$ cat src/rtl/grayscale_stream_if.sv
// grayscale_stream_if: handshake bundle between the core and its two FIFOs
//   in_dout   FWFT input word {B,G,R}      in_empty  input FIFO empty
//   in_rd_en  pop input FIFO               out_din   gray word to output FIFO
//   out_full  output FIFO full             out_wr_en push output FIFO
//   master = FIFO side, slave = grayscale core
interface grayscale_stream_if #(parameter int CH_WIDTH = 8);
  logic [3*CH_WIDTH-1:0] in_dout;
  logic                  in_empty;
  logic                  in_rd_en;
  logic [3*CH_WIDTH-1:0] out_din;
  logic                  out_full;
  logic                  out_wr_en;
  modport master (output in_dout, in_empty, out_full, input in_rd_en, out_din, out_wr_en);
  modport slave (input in_dout, in_empty, out_full, output in_rd_en, out_din, out_wr_en);
endinterface

$ cat src/rtl/grayscale_stream.sv
// grayscale_stream: 2-stage streaming RGB->gray converter between FWFT input and output FIFOs
//   clock       rising-edge clock
//   reset       asynchronous active-low reset
//   enable      1 = may pop new pixels, 0 = stop popping and let the pipeline drain
//   mode        0 = luma weights (R77,G150,B29), 1 = average (R85,G86,B85), latched per frame
//   fifo        FIFO handshake bundle (slave side)
//   frame_done  1-cycle pulse after the push of a frame's last pixel
//   busy        any pipeline stage holds valid data
module grayscale_stream #(
  parameter int CH_WIDTH     = 8,
  parameter int FRAME_PIXELS = 388800,
  parameter int CNT_WIDTH    = 19
) (
  input  logic               clock,
  input  logic               reset,
  input  logic               enable,
  input  logic               mode,
  grayscale_stream_if.slave  fifo,
  output logic               frame_done,
  output logic               busy
);
  localparam int PW = CH_WIDTH + 8;
  localparam logic [CNT_WIDTH-1:0] LAST = CNT_WIDTH'(FRAME_PIXELS - 1);
  logic                 s1_valid_q, s2_valid_q, mode_q, frame_done_q;
  logic                 advance, cur_mode;
  logic [7:0]           wb, wg, wr;
  logic [PW-1:0]        pb_q, pg_q, pr_q, pb_d, pg_d, pr_d;
  logic [CH_WIDTH-1:0]  gray_q, gray_d;
  logic [CNT_WIDTH-1:0] in_cnt_q, in_cnt_d, out_cnt_q, out_cnt_d;
  assign advance        = !s2_valid_q || !fifo.out_full;
  assign fifo.in_rd_en  = reset && enable && !fifo.in_empty && advance;
  assign fifo.out_wr_en = s2_valid_q && !fifo.out_full;
  assign fifo.out_din   = {3{gray_q}};
  assign frame_done     = frame_done_q;
  assign busy           = s1_valid_q || s2_valid_q;
  // The first pop of a frame takes mode live; the rest of the frame uses the latched copy.
  // Weights are applied at stage 1, so the mode travels with the products.
  assign cur_mode = (in_cnt_q == '0) ? mode : mode_q;
  always_comb begin
    wr        = cur_mode ? 8'd85 : 8'd77;
    wg        = cur_mode ? 8'd86 : 8'd150;
    wb        = cur_mode ? 8'd85 : 8'd29;
    pb_d      = PW'(fifo.in_dout[3*CH_WIDTH-1:2*CH_WIDTH]) * PW'(wb);
    pg_d      = PW'(fifo.in_dout[2*CH_WIDTH-1:CH_WIDTH]) * PW'(wg);
    pr_d      = PW'(fifo.in_dout[CH_WIDTH-1:0]) * PW'(wr);
    // Weights sum to 256, so the weighted sum fits PW bits and >>8 never exceeds the channel range.
    gray_d    = CH_WIDTH'((pb_q + pg_q + pr_q) >> 8);
    in_cnt_d  = fifo.in_rd_en ? ((in_cnt_q == LAST) ? '0 : in_cnt_q + 1'b1) : in_cnt_q;
    out_cnt_d = fifo.out_wr_en ? ((out_cnt_q == LAST) ? '0 : out_cnt_q + 1'b1) : out_cnt_q;
  end
  always_ff @(posedge clock or negedge reset) begin
    if (!reset) begin
      s1_valid_q   <= 1'b0;
      s2_valid_q   <= 1'b0;
      mode_q       <= 1'b0;
      frame_done_q <= 1'b0;
      pb_q         <= '0;
      pg_q         <= '0;
      pr_q         <= '0;
      gray_q       <= '0;
      in_cnt_q     <= '0;
      out_cnt_q    <= '0;
    end else begin
      in_cnt_q     <= in_cnt_d;
      out_cnt_q    <= out_cnt_d;
      frame_done_q <= fifo.out_wr_en && (out_cnt_q == LAST);
      if (fifo.in_rd_en && in_cnt_q == '0) mode_q <= mode;
      if (advance) begin
        s1_valid_q <= fifo.in_rd_en;
        pb_q       <= pb_d;
        pg_q       <= pg_d;
        pr_q       <= pr_d;
        s2_valid_q <= s1_valid_q;
        gray_q     <= gray_d;
      end
    end
  end
endmodule

$ cat src/flat_wrapper.sv
// flat-port wrapper written by rule: the top's interface ports become plain ports
module grayscale_stream_flat 
#(
  parameter int CH_WIDTH     = 8,
  parameter int FRAME_PIXELS = 388800,
  parameter int CNT_WIDTH    = 19
)
  (clock, reset, enable, mode, frame_done, busy, fifo_in_dout, fifo_in_empty, fifo_out_full, fifo_in_rd_en, fifo_out_din, fifo_out_wr_en);
  grayscale_stream_if #(.CH_WIDTH(CH_WIDTH)) fifo_i ();
  input  logic clock;
  input  logic reset;
  input  logic enable;
  input  logic mode;
  output logic frame_done;
  output logic busy;
  input wire logic [$bits(fifo_i.in_dout)-1:0] fifo_in_dout;
  input wire logic [$bits(fifo_i.in_empty)-1:0] fifo_in_empty;
  input wire logic [$bits(fifo_i.out_full)-1:0] fifo_out_full;
  output wire logic [$bits(fifo_i.in_rd_en)-1:0] fifo_in_rd_en;
  output wire logic [$bits(fifo_i.out_din)-1:0] fifo_out_din;
  output wire logic [$bits(fifo_i.out_wr_en)-1:0] fifo_out_wr_en;
  assign fifo_i.in_dout = fifo_in_dout;
  assign fifo_i.in_empty = fifo_in_empty;
  assign fifo_i.out_full = fifo_out_full;
  assign fifo_in_rd_en = fifo_i.in_rd_en;
  assign fifo_out_din = fifo_i.out_din;
  assign fifo_out_wr_en = fifo_i.out_wr_en;
  grayscale_stream #(.CH_WIDTH(CH_WIDTH), .FRAME_PIXELS(FRAME_PIXELS), .CNT_WIDTH(CNT_WIDTH)) u_core (.clock(clock), .reset(reset), .enable(enable), .mode(mode), .fifo(fifo_i), .frame_done(frame_done), .busy(busy));
endmodule
$ cat config.mk
export PLATFORM = sky130hd
export DESIGN_NAME = grayscale_stream_flat
export DESIGN_NICKNAME = d
export VERILOG_FILES = /design/src/rtl/grayscale_stream_if.sv /design/src/rtl/grayscale_stream.sv /design/src/flat_wrapper.sv
export SDC_FILE = /design/constraint.sdc
export NUM_CORES = 1
export LEC_CHECK = 0
export CELL_PAD_IN_SITES_DETAIL_PLACEMENT = 0
export CELL_PAD_IN_SITES_GLOBAL_PLACEMENT = 1
export CORE_UTILIZATION = 35
export CTS_BUF_LIST = sky130_fd_sc_hd__clkbuf_8
export DETAILED_ROUTE_END_ITERATION = 6
export PLACE_DENSITY = 0.65
export SETUP_SLACK_MARGIN = 0.5
export SYNTH_ARGS = -nofsm -noshare
export SYNTH_HDL_FRONTEND = slang
export SYNTH_SLANG_ARGS = --single-unit
export TNS_END_PERCENT = 30
$ cat constraint.sdc
create_clock -name clock -period 4.8 [get_ports clock]
set_clock_uncertainty 0.05 [all_clocks]
set_input_delay 1.2 -clock clock [delete_from_list [all_inputs] [get_ports clock]]
set_output_delay 1.2 -clock clock [all_outputs]
set_load 0.1 [all_outputs]
==> key figures, run 1 <==
Outcome
  – Status: finished, violations left
  – Failing checks: negative setup slack

Clocking
  – Clk pin slew, worst setup/hold paths: 0.11 ns
  – Worst-Skew Late Latency: 0.39 ns
  – Clock Sinks: 97
  – H-Tree Depth: 3
  – CTS tree: built
  – CTS Hold Bufs: 0
  – Total CTS buffers: 9
  – Clk buf depth: 2
  – Clock Tree Root: clkbuf_8

Placed design
  – Setup WS pre-CTS: -0.7418 ns
  – Placed Instances: 1,421
  – RePlAce Congestion: 0.8084
  – Hpwl dp: 15,950 um
  – Port Buf Inserts: 57

Synth
  – Most common flop cell mapped by yosys: dfrtp_1
  – Syn avg cell area: 9.449 sq um
  – Seq/Total Area, Yosys: 26.84%
  – #FFs+latches synth: 97
  – Yosys warns: 0
  – Number of synthesized flops with an enable pin: 0
  – Synth Instances: 957
  – Synth cell types: 61
  – Async S/R FF share, synth: 100.0%
  – Mapped Area: 0.009042 sq mm

Die
  – Cell Rows: 58
  – Width of the chip: 162.7 um
  – Num ports: 58
  – Area of the die: 0.02648 sq mm
  – Die H: 162.7 um
  – Starting Density: 35.81%
  – Core ar.: 0.02525 sq mm

Critical path
  – Critical path's slowest cell: fa_1
  – Worst setup path start: u_core.in_cnt_q[1]$_DFFE_PN0P_
  – CP cell instances: inv_2 > ha_1 > or4b_4 > nor3_2 > nand4_1 > mux2i_4 > buf_6 > clkbuf_16 > and2_1 > ha_1 > inv_1 > fa_1 > inv_1 > fa_1 > fa_1 > ha_4 > o21ai_4 > o2bb2ai_1 > a21oi_1 > a31o_2 > xnor2_2 > a21oi_2
  – Reg-to-Reg Start: u_core.in_cnt_q[1]$_DFFE_PN0P_
  – Critical Path AT: 5.51 ns
  – Slowest cell delay on critical path: 0.57 ns
  – Crit. End Element: flip-flop
  – Worst Path Required: 5.00 ns
  – Worst path most repeated cell: fa_1
  – Critical Path Start Type: flip-flop
  – Setup Crit Path Kind: reg2reg
  – CP max FO: 11

STA
  – Setup violators final: 26
  – Min Clock Period, post-route: 5.307 ns
  – Worst Tran Pin Value: 0.9656 ns
  – Max Slew Vio Count: 0
  – Max Freq: 188.4 MHz
  – Final Hold Viols: 0
  – Final period util: 110.6%
  – Relative slew slack: 35.43%
  – RSZ-0062 raised after global routing: true
  – Setup ws final: -0.5069 ns

GRT
  – Total GRT Usage: 15.94%
  – Vias in the first global route: 7,009
  – Largest net degree at the start of global routing: 59
  – Initial antenna violation count: 0
  – Global-route wire length before repair: 33,890 um
  – Grt total ovfl: 0

Layout
  – Fillers: 2,479
  – Share of cells above drive strength 1: 18.72%
  – Diodes inserted: 0
  – Final nets: 1,337
  – Area occupied by multi-input gates: 0.006520 sq mm
  – Post-route insts no fill: 1,441
  – Reg area: 0.002427 sq mm
  – Area grow syn2layout: 25.40%

Power and ir drop
  – Leak: 5.469 nW
  – Maximum vdd ir drop: 0.5449 mV
  – Pwr dens: 566.3 mW/mm^2
  – Total power: 0.006421 W

Detailed routing
  – DRC: 0
  – Post-Route WL: 20,000 um
  – Pre-Repair DR Iteration Count: 4
  – 1st-iter DRT viols: 277
  – Vias per cell: 4.777
  – DR WL/cell: 13.88 um
  – ANT nets after route: 0
  – Via count: 6,884

Hold path
  – Hold crit path type: reg2reg
  – Hold Crit Start: u_core.pb_q[0]$_DFFE_PN0P_

Run
  – Max Cap Viol: 0
-- cell families (layout without fill, tap and decap cells) --
kind of cell | Yosys count | count (layout) | synth area share (%)
multiplexers | 10 | 10 | 1.231
XOR/XNOR | 63 | 63 | 6.102
AO/OA/AOI/OAI | 162 | 162 | 10.92
adder cells (fa/ha/maj) | 201 | 201 | 32.63
buffers and inverters | 121 | 270 | 5.867
AND/OR/NAND/NOR | 301 | 301 | 16.33
flip-flops | 97 | 97 | 26.84
other | 2 | 7 | 0.08305
-- power breakdown --
part	internal [W]	switching (W)	leakage, nW	total (W)
registers	0.00106	0.000216	1.22	0.00128
clock network	0.000214	0.000319	0.0978	0.000533
logic	0.00191	0.00270	4.15	0.00461
-- final timing paths --
check | endpoint | slack [ns] | cells past startpoint
worst max-delay path | u_core.pr_q[12]$_DFFE_PN0P_ | -0.51 | 22
worst min-delay path | u_core.pb_q[0]$_DFFE_PN0P_ | 0.44 | 2
worst max register to register | u_core.pr_q[12]$_DFFE_PN0P_ | -0.51 | 22
worst min register to register | u_core.pb_q[0]$_DFFE_PN0P_ | 0.44 | 2
max in group asynchronous | u_core.pr_q[5]$_DFFE_PN0P_ | 2.70 | 3
min in group asynchronous | u_core.in_cnt_q[1]$_DFFE_PN0P_ | 0.83 | 2
-- final cells by class --
| class | instances | area share [%] |
|---|---|---|
| clock buffers | 10 | 1.214 |
| clock inverters | 6 | 0.5407 |
| inverters | 83 | 2.747 |
| multi-input cells | 744 | 57.50 |
| flip-flops and latches | 97 | 21.41 |
| well taps | 330 | 3.641 |
| repair buffers | 171 | 12.95 |
-- cell usage in the layout, fill, tap and decap left out, types with 10 or more instances in the layout --
master           count
a21o_1              13
a21oi_1             42
and2_1              15
buf_4              112
clkbuf_8            10
clkdlybuf4s50_1     54
dfrtp_1             97
fa_1                57
ha_1               125
ha_4                16
inv_1               74
nand2_1            109
nand3_1             18
nand4_1             18
nor2_1              62
nor2b_1             16
nor3_1              13
o21a_1              11
o21ai_0             34
o21ai_1             11
xnor2_1             25
xor2_1              32
-- routing by layer --
layer | wire, um | global-route usage [%] | up-vias
met1 | 10170 | 22.23 | 3247
li1 | - | - | 3559
met5 | 0 | 0 | -
met2 | 9154 | 26.00 | 59
met3 | 348 | 1.451 | 19
met4 | 319 | 5.055 | 0
-- synth_stat cells (6+ instances only) --
cell type | number | area [sq um]
a211oi_1 | 7 | 52.55
a21o_1 | 13 | 97.59
a21oi_1 | 51 | 255.2
a31oi_1 | 7 | 43.79
and2_1 | 18 | 112.6
and3_1 | 6 | 37.54
buf_4 | 17 | 127.6
clkbuf_1 | 13 | 48.80
dfrtp_1 | 97 | 2427
fa_1 | 58 | 1161
ha_1 | 143 | 1789
inv_1 | 83 | 311.6
nand2_1 | 110 | 412.9
nand3_1 | 19 | 95.09
nand4_1 | 18 | 112.6
nor2_1 | 62 | 232.7
nor2b_1 | 16 | 100.1
nor3_1 | 13 | 65.06
nor4_1 | 8 | 50.05
o21a_1 | 11 | 82.58
o21ai_0 | 46 | 230.2
o31ai_1 | 6 | 45.04
xnor2_1 | 30 | 262.8
xor2_1 | 33 | 289.0
-- what timing repair did --
item | 4_1_cts | 5_1_grt
pin swaps | 16 | 30
gates resized for setup | 20 | 35
endpoints found under the setup margin | 31 | 32
buffers inserted | 0 | 3
gates cloned | 0 | 1
-- registers in the layout, summed over array words and instances, names as in the netlist --
register           cells
u_core.frame_done      1
u_core.gray_q          8
u_core.in_cnt_q       19
u_core.mode_q          1
u_core.out_cnt_q      19
u_core.pb_q           16
u_core.pg_q           15
u_core.pr_q           16
u_core.s1_valid_q      1
u_core.s2_valid_q      1
-- critical path, delay by kind of cell, from the launching register on --
family,cells,cell delay [ns]
multiplexers,1,0.28
flip-flops,1,0.41
buffers and inverters,5,0.47
AND/OR/NAND/NOR,4,0.99
AO/OA/AOI/OAI,5,0.66
adder cells (fa/ha/maj),6,2.17
XOR/XNOR,1,0.14
-- metrics by stage --
stage,TNS (ns),area (sq um),util [%],hold slack [ns]
5_1_grt,-14.53,11340,44.90,0.4741
3_5_place_dp,-14.30,10810,42.81,0.4183
2_1_floorplan,-1.624,9193,-,0.3886
6_report,-8.238,11340,44.90,0.4385
4_1_cts,-9.800,11130,44.07,0.4477
3_3_place_gp,-13.43,10810,42.81,0.4178
(Power assumes the default switching activity.)
==> run 2: changes to the inputs <==
==> constraint.sdc (replaced) <==
create_clock -name clock -period 4.3 [get_ports clock]
set_clock_uncertainty 0.05 [all_clocks]
set_input_delay 1.075 -clock clock [delete_from_list [all_inputs] [get_ports clock]]
set_output_delay 1.075 -clock clock [all_outputs]
set_load 0.1 [all_outputs]
==> run 2 against run 1 <==
Effect of this change:
- the run still ends with negative setup slack left
- sequential share of layout area fell by 0.95 points
- utilization rose by 2.1 points
- flip-flop and latch count did not move
- count of clock-buffer cells in the layout fell by 1
- final cell count rose by 1.5%
- critical path type unchanged
- critical endpoint is now u_core.pb_q[14]$_DFFE_PN0P_
- largest cell class unchanged
==> key figures, run 2 (same netlist as run 1, synthesis figures left out) <==
Critical path
  – Critical R2R Capture: u_core.pb_q[14]$_DFFE_PN0P_
  – Critical path's slowest cell: fa_2
  – Crit. End Element: flip-flop
  – Worst setup path start: u_core.in_cnt_q[0]$_DFFE_PN0P_
  – Critical Path Start Type: flip-flop
  – Reg-to-Reg Start: u_core.in_cnt_q[0]$_DFFE_PN0P_
  – CP max FO: 6 (-5)
  – Worst Path Required: 4.55 ns (-0.45 ns)
  – Setup Crit Path Kind: reg2reg
  – Slowest cell delay on critical path: 0.56 ns (about the same)
  – Flop2flop setup slack: -1.04 ns (-0.54 ns)
  – Critical Path AT: 5.59 ns (+0.08 ns)
  – Worst setup path endpoint: u_core.pb_q[14]$_DFFE_PN0P_
  – Register-to-Register Path Depth: 22 (unchanged)
  – CP cell instances: inv_2 > ha_4 > or4b_4 > nor3_4 > nand4_1 > mux2i_4 > buf_4 > clkbuf_16 > and2_4 > ha_4 > inv_2 > fa_1 > fa_1 > fa_2 > inv_2 > ha_4 > and4_1 > nand3_2 > nand3b_1 > nor3b_2 > or3_1 > a31oi_1

Outcome
  – Failing checks: negative setup slack
  – Status: finished, violations left

STA
  – Max Freq: 187.1 MHz (-0.68%)
  – RSZ-0062 raised after global routing: true
  – Final Hold Viols: 0 (unchanged)
  – Setup ws final: -1.043 ns (-0.5365 ns)
  – Min Hold Slack: 0.4485 ns (+0.01001 ns)
  – Min Clock Period, post-route: 5.343 ns (+0.03652 ns)
  – Max Slew Vio Count: 0 (unchanged)
  – Worst Tran Pin Value: 1.086 ns (+0.1199 ns)
  – Relative slew slack: 27.38% (-8.1 points)
  – Final period util: 124.3% (+14 points)
  – Setup violators final: 31 (+19%)

Layout
  – Commonest non-fill, non-tap cells in the layout: buf_4, ha_1, nand2_1
  – Final nets: 1,360 (+1.7%)
  – Biggest regs: u_core.in_cnt_q x19, u_core.out_cnt_q x19
  – Area grow syn2layout: 31.22%
  – Diodes inserted: 0 (unchanged)
  – Reg area: 0.002427 sq mm (unchanged)
  – Share of cells above drive strength 1: 22.59% (+3.9 points)
  – Area occupied by multi-input gates: 0.006774 sq mm (+3.9%)
  – Final core utilization: 46.98% (+2.1 points)
  – Fillers: 2,486 (+0.28%)
  – Most common cell after layout, fill and taps aside: buf_4

Detailed routing
  – ANT nets after route: 0 (unchanged)
  – DRC: 0 (unchanged)
  – Vias per cell: 4.811 (+0.70%)
  – Post-Route WL: 21,020 um (+5.1%)
  – DR WL/cell: 14.37 um (+3.6%)
  – Via count: 7,038 (+2.2%)
  – Pre-Repair DR Iteration Count: 4 (unchanged)
  – 1st-iter DRT viols: 251 (-9.4%)

Clocking
  – Worst-Skew Late Latency: 0.39 ns (about the same)
  – Total CTS buffers: 9 (unchanged)
  – CTS Hold Bufs: 0 (unchanged)
  – Clock Tree Root: clkbuf_8
  – CTS tree: built
  – Clk pin slew, worst setup/hold paths: 0.11 ns (about the same)
  – H-Tree Depth: 3 (unchanged)
  – Clk buf depth: 2 (unchanged)
  – Clock Sinks: 97 (unchanged)

Die
  – Core ar.: 0.02525 sq mm (unchanged)
  – Die H: 162.7 um (unchanged)
  – Num ports: 58 (unchanged)
  – Width of the chip: 162.7 um (unchanged)
  – Starting Density: 35.81% (unchanged)
  – Area of the die: 0.02648 sq mm (unchanged)
  – Cell Rows: 58 (unchanged)

Placed design
  – RePlAce Congestion: 0.8213 (+1.6%)
  – Port Buf Inserts: 57 (unchanged)
  – Hpwl dp: 15,890 um (-0.40%)

Power and ir drop
  – Leak: 5.652 nW (+3.3%)
  – Pwr dens: 631.3 mW/mm^2 (+11%)
  – Total power: 0.007490 W (+17%)
  – Maximum vdd ir drop: 0.5663 mV (+3.9%)

GRT
  – Total GRT Usage: 16.49% (+0.55 points)
  – Initial antenna violation count: 1 (+1)
  – Grt total ovfl: 0 (unchanged)
  – Vias in the first global route: 7,029 (+0.29%)
  – Global-route wire length before repair: 34,830 um (+2.8%)
  – Largest net degree at the start of global routing: 60 (+1.7%)

Run
  – Max Cap Viol: 0 (unchanged)

Hold path
  – Hold crit path type: reg2reg
==> run 2: area by class of cell <==
cell class              count  area share [%]
repair buffers            194           14.54
well taps                 330           3.480
clock buffers               9           1.044
clock inverters             6          0.7593
inverters                  83           2.626
multi-input cells         744           57.09
flip-flops and latches     97           20.46
==> run 2: worst min-delay path by stage <==
stage,startpoint,endpoint,slack (ns),cells past startpoint
floorplan,u_core.pr_q[0]$_DFFE_PN0P_,u_core.pr_q[0]$_DFFE_PN0P_,0.39,2
global placement,u_core.pb_q[0]$_DFFE_PN0P_,u_core.pb_q[0]$_DFFE_PN0P_,0.42,2
detailed placement,u_core.pb_q[0]$_DFFE_PN0P_,u_core.pb_q[0]$_DFFE_PN0P_,0.42,2
CTS,u_core.pb_q[0]$_DFFE_PN0P_,u_core.pb_q[0]$_DFFE_PN0P_,0.44,2
global route,u_core.out_cnt_q[15]$_DFFE_PN0P_,u_core.out_cnt_q[15]$_DFFE_PN0P_,0.48,1
finish,u_core.pb_q[0]$_DFFE_PN0P_,u_core.pb_q[0]$_DFFE_PN0P_,0.45,2
==> run 2: per-stage QoR <==
step	std cells	setup TNS [ns]	setup slack [ns]	instance area [sq um]
2_1_floorplan	962	-12.94	-0.6795	9211
3_3_place_gp	1428	-24.01	-1.042	10880
3_5_place_dp	1428	-25.09	-1.108	10880
4_1_cts	1453	-22.68	-1.029	11610
5_1_grt	1463	-30.46	-1.284	11870
6_report	1463	-23.35	-1.043	11870
==> run 2: what timing repair did <==
item | in CTS | in global routing
resized for setup | 60 | 35
endpoints found under the setup margin | 34 | 35
pin swaps | 40 | 41
gates cloned | 2 | 1
buffers inserted | 8 | 9
==> run 2: layer usage <==
layer  track usage [%]  wire (um)
met4             4.715        245
met3             1.375        333
met2             26.54       9841
met5                 0          0
met1             23.57      10600
==> run 2: worst max-delay path, delay by kind of cell, from the launching register on <==
family	cells	cell delay [ns]
multiplexers	1	0.27
buffers and inverters	5	0.48
AO/OA/AOI/OAI	1	0.17
AND/OR/NAND/NOR	9	1.69
adder cells (fa/ha/maj)	6	2.17
flip-flops	1	0.40
==> run 2: power breakdown <==
| group | total (W) | switching, W | internal (W) | leakage [nW] |
|---|---|---|---|---|
| sequential | 0.00142 | 0.000237 | 0.00119 | 1.22 |
| clock | 0.000669 | 0.000341 | 0.000328 | 0.111 |
| combinational | 0.00540 | 0.00312 | 0.00228 | 4.32 |
